--- src/rtl/multi_cycle_core.sv ---
// multi_cycle_core: multi-cycle RV32I-subset core.
// One req/ack memory port is shared by instruction fetch and load/store.
module multi_cycle_core #(
    parameter int              XLEN     = 32,
    parameter logic [XLEN-1:0] RESET_PC = '0,
    parameter int              NREGS    = 32
) (
    input  logic            clk,
    input  logic            rst,
    output logic            mem_req,
    output logic            mem_we,
    output logic [XLEN-1:0] mem_addr,
    output logic [XLEN-1:0] mem_wdata,
    input  logic [XLEN-1:0] mem_rdata,
    input  logic            mem_ack,
    output logic            retire,
    output logic [XLEN-1:0] pc_o,
    output logic            trap
);
    localparam int RW = (NREGS > 1) ? $clog2(NREGS) : 1;
    localparam logic [XLEN-1:0] STEP = 4;

    typedef enum logic [2:0] {
        S_FETCH, S_DECODE, S_EXEC, S_MEM, S_WB, S_TRAP
    } state_t;

    typedef enum logic [2:0] {
        K_ALU, K_ADDI, K_LW, K_SW, K_BEQ, K_JAL
    } kind_t;

    state_t          state;
    kind_t           kind;
    kind_t           dec_kind;
    logic [31:0]     ir;
    logic [XLEN-1:0] pc, a, b, imm, alu_out, mdr;
    logic [XLEN-1:0] rf [NREGS];
    logic [XLEN-1:0] dec_imm, alu_r, pc4;

    logic [6:0]    op, f7;
    logic [2:0]    f3;
    logic [4:0]    rs1, rs2, rd;
    logic [RW-1:0] rs1_i, rs2_i, rd_i;
    logic          legal, use_rs1, use_rs2, use_rd, bad_reg;

    assign op    = ir[6:0];
    assign rd    = ir[11:7];
    assign f3    = ir[14:12];
    assign rs1   = ir[19:15];
    assign rs2   = ir[24:20];
    assign f7    = ir[31:25];
    assign rs1_i = rs1[RW-1:0];
    assign rs2_i = rs2[RW-1:0];
    assign rd_i  = rd[RW-1:0];
    assign pc4   = pc + STEP;

    function automatic logic [XLEN-1:0] align(input logic [XLEN-1:0] v);
        return {v[XLEN-1:2], 2'b00};
    endfunction

    // Instruction decode: class, legality, used fields and immediate.
    always_comb begin
        legal    = 1'b1;
        dec_kind = K_ALU;
        use_rs1  = 1'b1;
        use_rs2  = 1'b0;
        use_rd   = 1'b1;
        dec_imm  = {{(XLEN-12){ir[31]}}, ir[31:20]};
        unique case (op)
            7'b0110011: begin
                use_rs2 = 1'b1;
                legal   = (f7 == 7'h00 && (f3 == 3'd0 || f3 == 3'd7 ||
                                           f3 == 3'd6 || f3 == 3'd2)) ||
                          (f7 == 7'h20 && f3 == 3'd0);
            end
            7'b0010011: begin
                dec_kind = K_ADDI;
                legal    = (f3 == 3'd0);
            end
            7'b0000011: begin
                dec_kind = K_LW;
                legal    = (f3 == 3'd2);
            end
            7'b0100011: begin
                dec_kind = K_SW;
                use_rs2  = 1'b1;
                use_rd   = 1'b0;
                legal    = (f3 == 3'd2);
                dec_imm  = {{(XLEN-12){ir[31]}}, ir[31:25], ir[11:7]};
            end
            7'b1100011: begin
                dec_kind = K_BEQ;
                use_rs2  = 1'b1;
                use_rd   = 1'b0;
                legal    = (f3 == 3'd0);
                dec_imm  = {{(XLEN-13){ir[31]}}, ir[31], ir[7],
                            ir[30:25], ir[11:8], 1'b0};
            end
            7'b1101111: begin
                dec_kind = K_JAL;
                use_rs1  = 1'b0;
                dec_imm  = {{(XLEN-21){ir[31]}}, ir[31], ir[19:12],
                            ir[20], ir[30:21], 1'b0};
            end
            default: legal = 1'b0;
        endcase
        bad_reg = (use_rs1 && 32'(rs1) >= 32'(NREGS)) ||
                  (use_rs2 && 32'(rs2) >= 32'(NREGS)) ||
                  (use_rd  && 32'(rd)  >= 32'(NREGS));
    end

    // ALU: register ops for R-type, address/immediate add otherwise.
    always_comb begin
        alu_r = a + imm;
        if (kind == K_ALU) begin
            unique case (f3)
                3'd0:    alu_r = f7[5] ? a - b : a + b;
                3'd7:    alu_r = a & b;
                3'd6:    alu_r = a | b;
                3'd2:    alu_r = {{(XLEN-1){1'b0}}, ($signed(a) < $signed(b))};
                default: alu_r = a + b;
            endcase
        end
    end

    // Sequencer: FETCH/DECODE/EXEC/MEM/WB with a sticky TRAP state.
    always_ff @(posedge clk or negedge rst) begin
        if (!rst) begin
            state   <= S_FETCH;
            kind    <= K_ALU;
            pc      <= RESET_PC;
            ir      <= '0;
            a       <= '0;
            b       <= '0;
            imm     <= '0;
            alu_out <= '0;
            mdr     <= '0;
            for (int i = 0; i < NREGS; i++) rf[i] <= '0;
        end else begin
            unique case (state)
                S_FETCH: begin
                    if (mem_ack) begin
                        ir    <= mem_rdata[31:0];
                        state <= S_DECODE;
                    end
                end
                S_DECODE: begin
                    a     <= rf[rs1_i];
                    b     <= rf[rs2_i];
                    imm   <= dec_imm;
                    kind  <= dec_kind;
                    state <= (legal && !bad_reg) ? S_EXEC : S_TRAP;
                end
                S_EXEC: begin
                    unique case (kind)
                        K_BEQ: begin
                            pc    <= align((a == b) ? pc + imm : pc4);
                            state <= S_FETCH;
                        end
                        K_JAL: begin
                            alu_out <= pc4;
                            pc      <= align(pc + imm);
                            state   <= S_WB;
                        end
                        K_LW, K_SW: begin
                            alu_out <= alu_r;
                            state   <= S_MEM;
                        end
                        default: begin
                            alu_out <= alu_r;
                            state   <= S_WB;
                        end
                    endcase
                end
                S_MEM: begin
                    if (mem_ack) begin
                        if (kind == K_SW) begin
                            pc    <= align(pc4);
                            state <= S_FETCH;
                        end else begin
                            mdr   <= mem_rdata;
                            state <= S_WB;
                        end
                    end
                end
                S_WB: begin
                    if (rd_i != '0)
                        rf[rd_i] <= (kind == K_LW) ? mdr : alu_out;
                    if (kind != K_JAL)
                        pc <= align(pc4);
                    state <= S_FETCH;
                end
                default: state <= S_TRAP;
            endcase
        end
    end

    assign mem_req   = rst && (state == S_FETCH || state == S_MEM);
    assign mem_we    = (state == S_MEM) && (kind == K_SW);
    assign mem_addr  = (state == S_MEM) ? {alu_out[XLEN-1:2], 2'b00} : pc;
    assign mem_wdata = b;
    assign retire    = (state == S_WB) ||
                       (state == S_EXEC && kind == K_BEQ) ||
                       (state == S_MEM && kind == K_SW && mem_ack);
    assign pc_o      = pc;
    assign trap      = (state == S_TRAP);

endmodule
--- config.mk ---
export PLATFORM = sky130hd
export DESIGN_NAME = multi_cycle_core
export DESIGN_NICKNAME = d
export VERILOG_FILES = /design/src/rtl/multi_cycle_core.sv
export SDC_FILE = /design/constraint.sdc
export NUM_CORES = 2
export LEC_CHECK = 0
export CELL_PAD_IN_SITES_DETAIL_PLACEMENT = 0
export CELL_PAD_IN_SITES_GLOBAL_PLACEMENT = 1
export CORE_MARGIN = 2
export CORE_UTILIZATION = 51
export DETAILED_ROUTE_END_ITERATION = 7
export PLACE_DENSITY = 0.89
export SYNTH_ARGS = -nofsm -noshare
export SYNTH_HDL_FRONTEND = slang
export SYNTH_SLANG_ARGS = --single-unit
--- constraint.sdc ---
create_clock -name clk -period 3.3 [get_ports clk]
set_input_delay 0.495 -clock clk [delete_from_list [all_inputs] [get_ports clk]]
set_output_delay 0.495 -clock clk [all_outputs]
set_load 0.02 [all_outputs]
# Word-level counts from Yosys, hierarchy flattened
# Cells that the tools add are included.
[totals]
reg_bits = 1243
inputBits = 35
word_cells = 143
[op_classes]
addsub = 5
n_lt_le_gt_ge = 5
eq_ne = 26
n_mux = 30
bitwise_logic = 7
reduce_logical = 29
[op_table]
columns = ["cell", "count"]
rows = [
  ["bitwise mux 1024 bit", 1],
  ["two-way mux 32 bit", 13],
  ["binary-select mux 32 bit (select 5 bit)", 2],
  ["demux 32 bit (select 5 bit)", 1],
  ["case mux 32 bit (2 select lines)", 2],
  ["case mux 32 bit (4 select lines)", 1],
  ["adder 32 bit", 3],
  ["case mux 32 bit (3 select lines)", 1],
  ["case mux 20 bit (3 select lines)", 1],
  ["adder 32 x 3 -> 32 bit, second input constant", 1],
  ["bitwise AND 32 bit", 1],
  ["equality test 32 bit", 1],
  ["< comparator 32 bit", 1],
  ["bitwise OR 32 bit", 1],
  ["subtractor 32 bit", 1],
  ["case mux 3 bit (5 select lines)", 2],
  ["equality test 7 x 6 -> 1 bit, second input constant", 3],
  ["equality test 3 bit, second input constant", 6],
  [">= comparator 6 bit, second input constant", 3],
  ["inverter 5 -> 6 bit", 3],
  ["equality test 3 x 2 -> 1 bit, second input constant", 5],
  ["equality test 7 bit, second input constant", 2],
  ["two-way mux 3 bit", 4],
  ["zero test 3 bit", 3],
  ["20 further kinds", 40],
]

# Logic depth before layout (Yosys ltp)
[depth]
word_depth = 9
ltp_mapped = 15

# Worst setup path after synthesis
# Ideal clock, no wire load.
[synth_path]
kind = "register -> register"
from = "register pc[2] (netlist: pc_o[2])"
to = "register pc[28] (netlist: pc_o[28])"
setup_ns = 0.131
arrival_time_ns = 3.008
t_required_ns = 3.169
path_slack_ns = 0.161
stages_incl_launch_ff = 14
n_path_buf = 0
path_cell_list = "dfrtp_1 ha_1 inv_1 fa_1 nor2b_1 o2111ai_1 and3_1 o31a_1 o21ai_1 a221o_1 a41oi_1 a31oi_1 mux2i_1 o21ai_0"
[synth_via]
elab_chain_len = 4
elab_cells_between_ends = 8
cone_classes = "add/sub: 2; mux: 6"
[synth_lines]
columns = ["item", "line", "source"]
rows = [
  ["from (decl)", "35", "logic [XLEN-1:0] pc, a, b, imm, alu_out, mdr;"],
  ["from (signal assigned)", "156", "pc <= align((a == b) ? pc + imm : pc4);"],
  ["from (signal assigned)", "161", "pc <= align(pc + imm);"],
  ["from (signal assigned)", "177", "pc <= align(pc4);"],
  ["adder 32 x 3 -> 32 bit / adder 32 bit (equally long branches)", "54, 156, 161", ""],
  ["two-way mux 32 bit, on equally long branches", "156, 176", ""],
  ["case mux 32 bit (2 select lines) / two-way mux 32 bit (equally long branches)", "154, 175", ""],
  ["case mux 32 bit (3 select lines) *", "139", "unique case (state)"],
]
# Mark *: on every way between the ends. The rest lies on a longest branch, timed or not. The select of a mux whose other input is x is not followed.
# A chain may end at the register's enable or synchronous reset.

# Worst setup path in the final report
[layout_path]
from = "register a[2]"
to = "register alu_out[31]"
[layout_via]
elab_chain_len = 5
elab_cells_between_ends = 7
cone_classes = "add/sub: 3; mux: 4"
[layout_lines]
columns = ["item", "line", "source"]
rows = [
  ["from (decl)", "35", ""],
  ["from (signal assigned)", "147", "a <= rf[rs1_i];"],
  ["adder 32 bit / subtractor 32 bit (equally long branches)", "116, 120", ""],
  ["two-way mux 32 bit", "116", "3'd0: alu_r = f7[5] ? a - b : a + b;"],
  ["case mux 32 bit (4 select lines)", "115", "unique case (f3)"],
  ["two-way mux 32 bit *", "114", "if (kind == K_ALU) begin"],
  ["case mux 32 bit (2 select lines) *", "154", "unique case (kind)"],
  ["to (signal assigned)", "160", "alu_out <= pc4;"],
  ["to (signal assigned)", "165", "alu_out <= alu_r;"],
  ["to (signal assigned)", "169", "alu_out <= alu_r;"],
  ["to (decl)", "35", ""],
]
# Mark *: on every way between the ends. The rest lies on a longest branch, timed or not.

==> results.rst <==
.. list-table::
   :header-rows: 1

   * - Metric
     - Value
   * - Min-Delay Path Class
     - in -> async
   * - WL/cell
     - 29.4 µm
   * - Clock buffers created by TritonCTS
     - 134
   * - Clock-pin slew on the worst setup and hold paths
     - 0.06 ns
   * - Pin count of the biggest net entering global routing
     - 182
   * - Signal arrival time at the worst endpoint
     - 3.89 ns
   * - Fmax achieved
     - 0.311 GHz
   * - Top cell by count, worst path
     - sky130_fd_sc_hd__nand4_1
   * - Leading cell type in the layout, fill and taps excluded
     - sky130_fd_sc_hd__dfrtp_1
   * - Count of buffers inserted at the top-level ports
     - 130
   * - Launching point of the worst reg2reg path
     - a[2]$_DFFE_PN0P_
   * - Seq cells post-synth
     - 1,241
   * - Commonest register cell after synthesis
     - sky130_fd_sc_hd__dfrtp_1
   * - Final setup vio count
     - 0
   * - Commonest cells after routing, fill and taps aside
     - sky130_fd_sc_hd__dfrtp_1 (1,228), sky130_fd_sc_hd__nand2_1 (823), sky130_fd_sc_hd__o21ai_0 (793)
   * - Mean instance size in the synthesized netlist
     - 10.7 µm²
   * - Run status
     - finished clean
   * - Share of flip-flops with an asynchronous set or reset
     - 100%
   * - Die Area
     - 141,000 µm²
   * - Total via count in the routed design
     - 57,400
   * - Synthesized cell area
     - 70,300 µm²
   * - Cell-by-cell listing of the critical path
     - buf_6, ha_2, o21ai_0, o21ai_1, nand4_1, a31oi_2, o21a_1, nand4_1, a31o_2, or4b_1, a31oi_1, a211oi_2
   * - Initial standard-cell utilization of the core
     - 51.3%
   * - CP top delay family
     - compound AO/OA/AOI/OAI gates
   * - First-pass detailed-route iteration total
     - 6
   * - Aggregate negative setup slack
     - 0 ns
   * - CTS max path bufs
     - 3
   * - Worst-case reg-to-reg path depth
     - 12
   * - Portion of total power attributed to combinational logic
     - 1.2%
   * - Total global routing overflow
     - 0
   * - Initial detailed-routing violation count
     - 7,510
   * - Chip Width
     - 375 µm
   * - Overall power of the completed layout
     - 31.6 mW
   * - EDFF count, synth
     - 0
   * - Number of clock sinks
     - 1,241
   * - Core region area
     - 137,000 µm²
   * - Antenna violations before repair
     - 9
   * - Min Hold Slack
     - 0.178 ns
   * - RSZ-0062 raised after global routing
     - yes
   * - Worst setup path category
     - reg -> reg
   * - Area growth from synthesis to layout
     - 17.0%
   * - Die Span Y
     - 375 µm
   * - Power share of the clock group
     - 50.6%
   * - Top-Level Pins
     - 135
   * - Sequential group share of total power
     - 48.1%
   * - Vias per Instance
     - 6.63
   * - Number of global-route vias before repair
     - 56,400
   * - Sort of element at the start of the critical path
     - flop
   * - Number of H-tree levels
     - 4
   * - Detail Route Antenna Nets
     - 0
   * - Synthesis warning total
     - 0
   * - RePlAce Congestion
     - 1.06
   * - Ratio of cells with drive above 1 in the final layout
     - 24.6%
   * - TritonCTS clock tree
     - yes
   * - Combined global-route utilization of all metal layers
     - 36.3%
   * - Number of max-cap violations
     - 0
   * - Placed standard-cell area
     - 77,100 µm²
   * - Slew HR
     - 23.4%
   * - Total non-filler cell area in the finished layout
     - 82,300 µm²
   * - Total count of max-transition violations in the final report
     - 0
   * - First-pass GRT wire length
     - 375 mm
   * - Total power divided by cell area
     - 384 nW/µm²
   * - Post-Route WL
     - 255 mm
   * - Count of standard-cell rows
     - 136
   * - Time the worst path needs with I/O delays and setup
     - 3.22 ns
   * - Switching Fraction
     - 22.1%
   * - Final routed DRC violation total
     - 0
   * - Final HPWL from detailed placement
     - 170 mm
   * - Clock latency on the worst-skew pair
     - 0.81 ns
   * - Worst VDD drop
     - 0.533 mV
   * - Slew of the pin with the lowest slew margin
     - 1.15 ns
   * - CP peak stage delay
     - 0.47 ns
   * - Required time worst endpoint
     - 3.97 ns
   * - Clock Root Buffer
     - sky130_fd_sc_hd__clkbuf_16
   * - Number of failing hold endpoints at the final stage
     - 0
   * - Leakage power of the design
     - 34.8 nW
   * - Sequential cell area fraction in the yosys report
     - 44.1%
   * - R2r setup slk
     - 0.08 ns
   * - Share of the clock period used by the worst path
     - 97.4%
   * - Setup Skew
     - 0.0328 ns
   * - Synthesized instance count
     - 6,550
   * - Number of nets at the end of the flow
     - 6,971
   * - Largest driver fanout on the critical path
     - 5
   * - Switch Pwr
     - 7.00 mW
   * - Crit Reg-Reg Endpoint
     - alu_out[31]$_DFFE_PN0P_
   * - Internal Power
     - 24.6 mW
   * - Count of different cell masters after synthesis
     - 85
   * - Critical path endpoint category
     - flop
   * - Number of buffer and inverter instances along the worst setup path
     - 1
   * - Cell at the slowest stage of the critical path
     - sky130_fd_sc_hd__or4b_1
==> kinds of logic (layout without fill, tap and decap cells) <==
logic type               after synthesis  in the layout  synth area share, %
AO/OA/AOI/OAI                       1787           1787                 14.1
XOR/XNOR                             125            125                 1.56
adder cells (fa/ha/maj)              170            170                 3.07
buffers and inverters                740           1053                 4.03
flip-flops                          1241           1241                 44.1
multiplexers                         845            845                 23.6
other                                  1              5              0.00533
AND/OR/NAND/NOR                     1641           1641                 9.52
==> synth_stat cells (27+ instances only) <==
library cell,count,area [µm²]
sky130_fd_sc_hd__dfrtp_1,1241,31100
sky130_fd_sc_hd__nand2_1,843,3160
sky130_fd_sc_hd__o21ai_0,804,4020
sky130_fd_sc_hd__mux4_2,640,14400
sky130_fd_sc_hd__a21oi_1,628,3140
sky130_fd_sc_hd__nor2_1,551,2070
sky130_fd_sc_hd__clkbuf_1,514,1930
sky130_fd_sc_hd__ha_1,166,2080
sky130_fd_sc_hd__inv_1,125,469
sky130_fd_sc_hd__mux2i_1,107,1070
sky130_fd_sc_hd__mux2_2,98,1100
sky130_fd_sc_hd__xnor2_1,95,832
sky130_fd_sc_hd__buf_1,69,259
sky130_fd_sc_hd__nor3_1,54,270
sky130_fd_sc_hd__nand3_1,51,255
sky130_fd_sc_hd__o22ai_1,46,288
sky130_fd_sc_hd__a21o_1,43,323
sky130_fd_sc_hd__a31oi_1,33,206
sky130_fd_sc_hd__o211ai_1,30,225
sky130_fd_sc_hd__xor2_1,30,263
sky130_fd_sc_hd__a211oi_1,27,203
==> cell type report <==
class                      instances  area (µm²)
fill                           10900       54800
multi-input combinational       4572       37300
sequential                      1241       31100
timing repair buffer             691        6610
clock buffer                     183        3810
tap                             1794        2240
clock inverter                    53         831
inverter                         126         473
antenna                            1        2.50
==> metrics by stage <==
stage	instances	util [%]	setup slack, ns
after floorplan	6553	-	0.161
after global routing	8661	60.0	-0.0300
after global placement	8405	56.2	-0.0494
after detailed placement	8405	56.2	-0.0882
final	8661	60.0	0.0844
after CTS	8642	59.7	-0.000439
==> layer usage <==
layer / GRT usage (%) / share of wire (%) / up-vias
met3: 8.19 / 10 / 738
met1: 48.1 / 38 / 29000
met5: 0 / 0.055 / -
met4: 21.4 / 6.9 / 14
li1: - / - / 24300
met2: 55.1 / 45 / 3367
==> how the worst max path moves through the flow <==
stage / slack [ns] / to / cells after the start / startpoint
after floorplan: 0.16 / pc_o[28]$_DFFE_PN0P_ / 13 / pc_o[2]$_DFFE_PN0P_
final: 0.08 / alu_out[31]$_DFFE_PN0P_ / 12 / a[2]$_DFFE_PN0P_
after global placement: -0.05 / alu_out[28]$_DFFE_PN0P_ / 12 / a[0]$_DFFE_PN0P_
after global routing: -0.03 / alu_out[20]$_DFFE_PN0P_ / 15 / a[0]$_DFFE_PN0P_
after detailed placement: -0.09 / pc_o[28]$_DFFE_PN0P_ / 14 / imm[2]$_DFFE_PN0P_
after CTS: -0.0004 / alu_out[31]$_DFFE_PN0P_ / 15 / mem_wdata[5]$_DFFE_PN0P_
==> power by group through the flow <==
| stage | Sequential (mW) | Clock (mW) | Combinational (mW) |
|---|---|---|---|
| finish | 15.2 | 16.0 | 0.393 |
| global route | 15.2 | 16.7 | 0.453 |
| CTS | 15.2 | 16.1 | 0.409 |
| detailed placement | 15.5 | 0 | 0.409 |
| global placement | 15.5 | 0 | 0.402 |
| floorplan | 15.5 | 0 | 0.00948 |
==> sequential cells by signal (all words and copies together), names as in the netlist, 21 cells and up <==
register   cells
pc_o          30
ir            32
a             32
mem_wdata     32
rf          1024
alu_out       32
imm           21
mdr           32
==> what timing repair did <==
| item | CTS | global route |
|---|---|---|
| setup buffers | 0 | 18 |
| pin swaps | 4 | 35 |
| endpoints found under the setup margin | 9 | 69 |
| gates resized for setup | 10 | 89 |
| hold buffers | 1 | 0 |
| endpoints found under the hold margin | 113 | 0 |
Note: power is estimated with default switching activity, not from simulation.
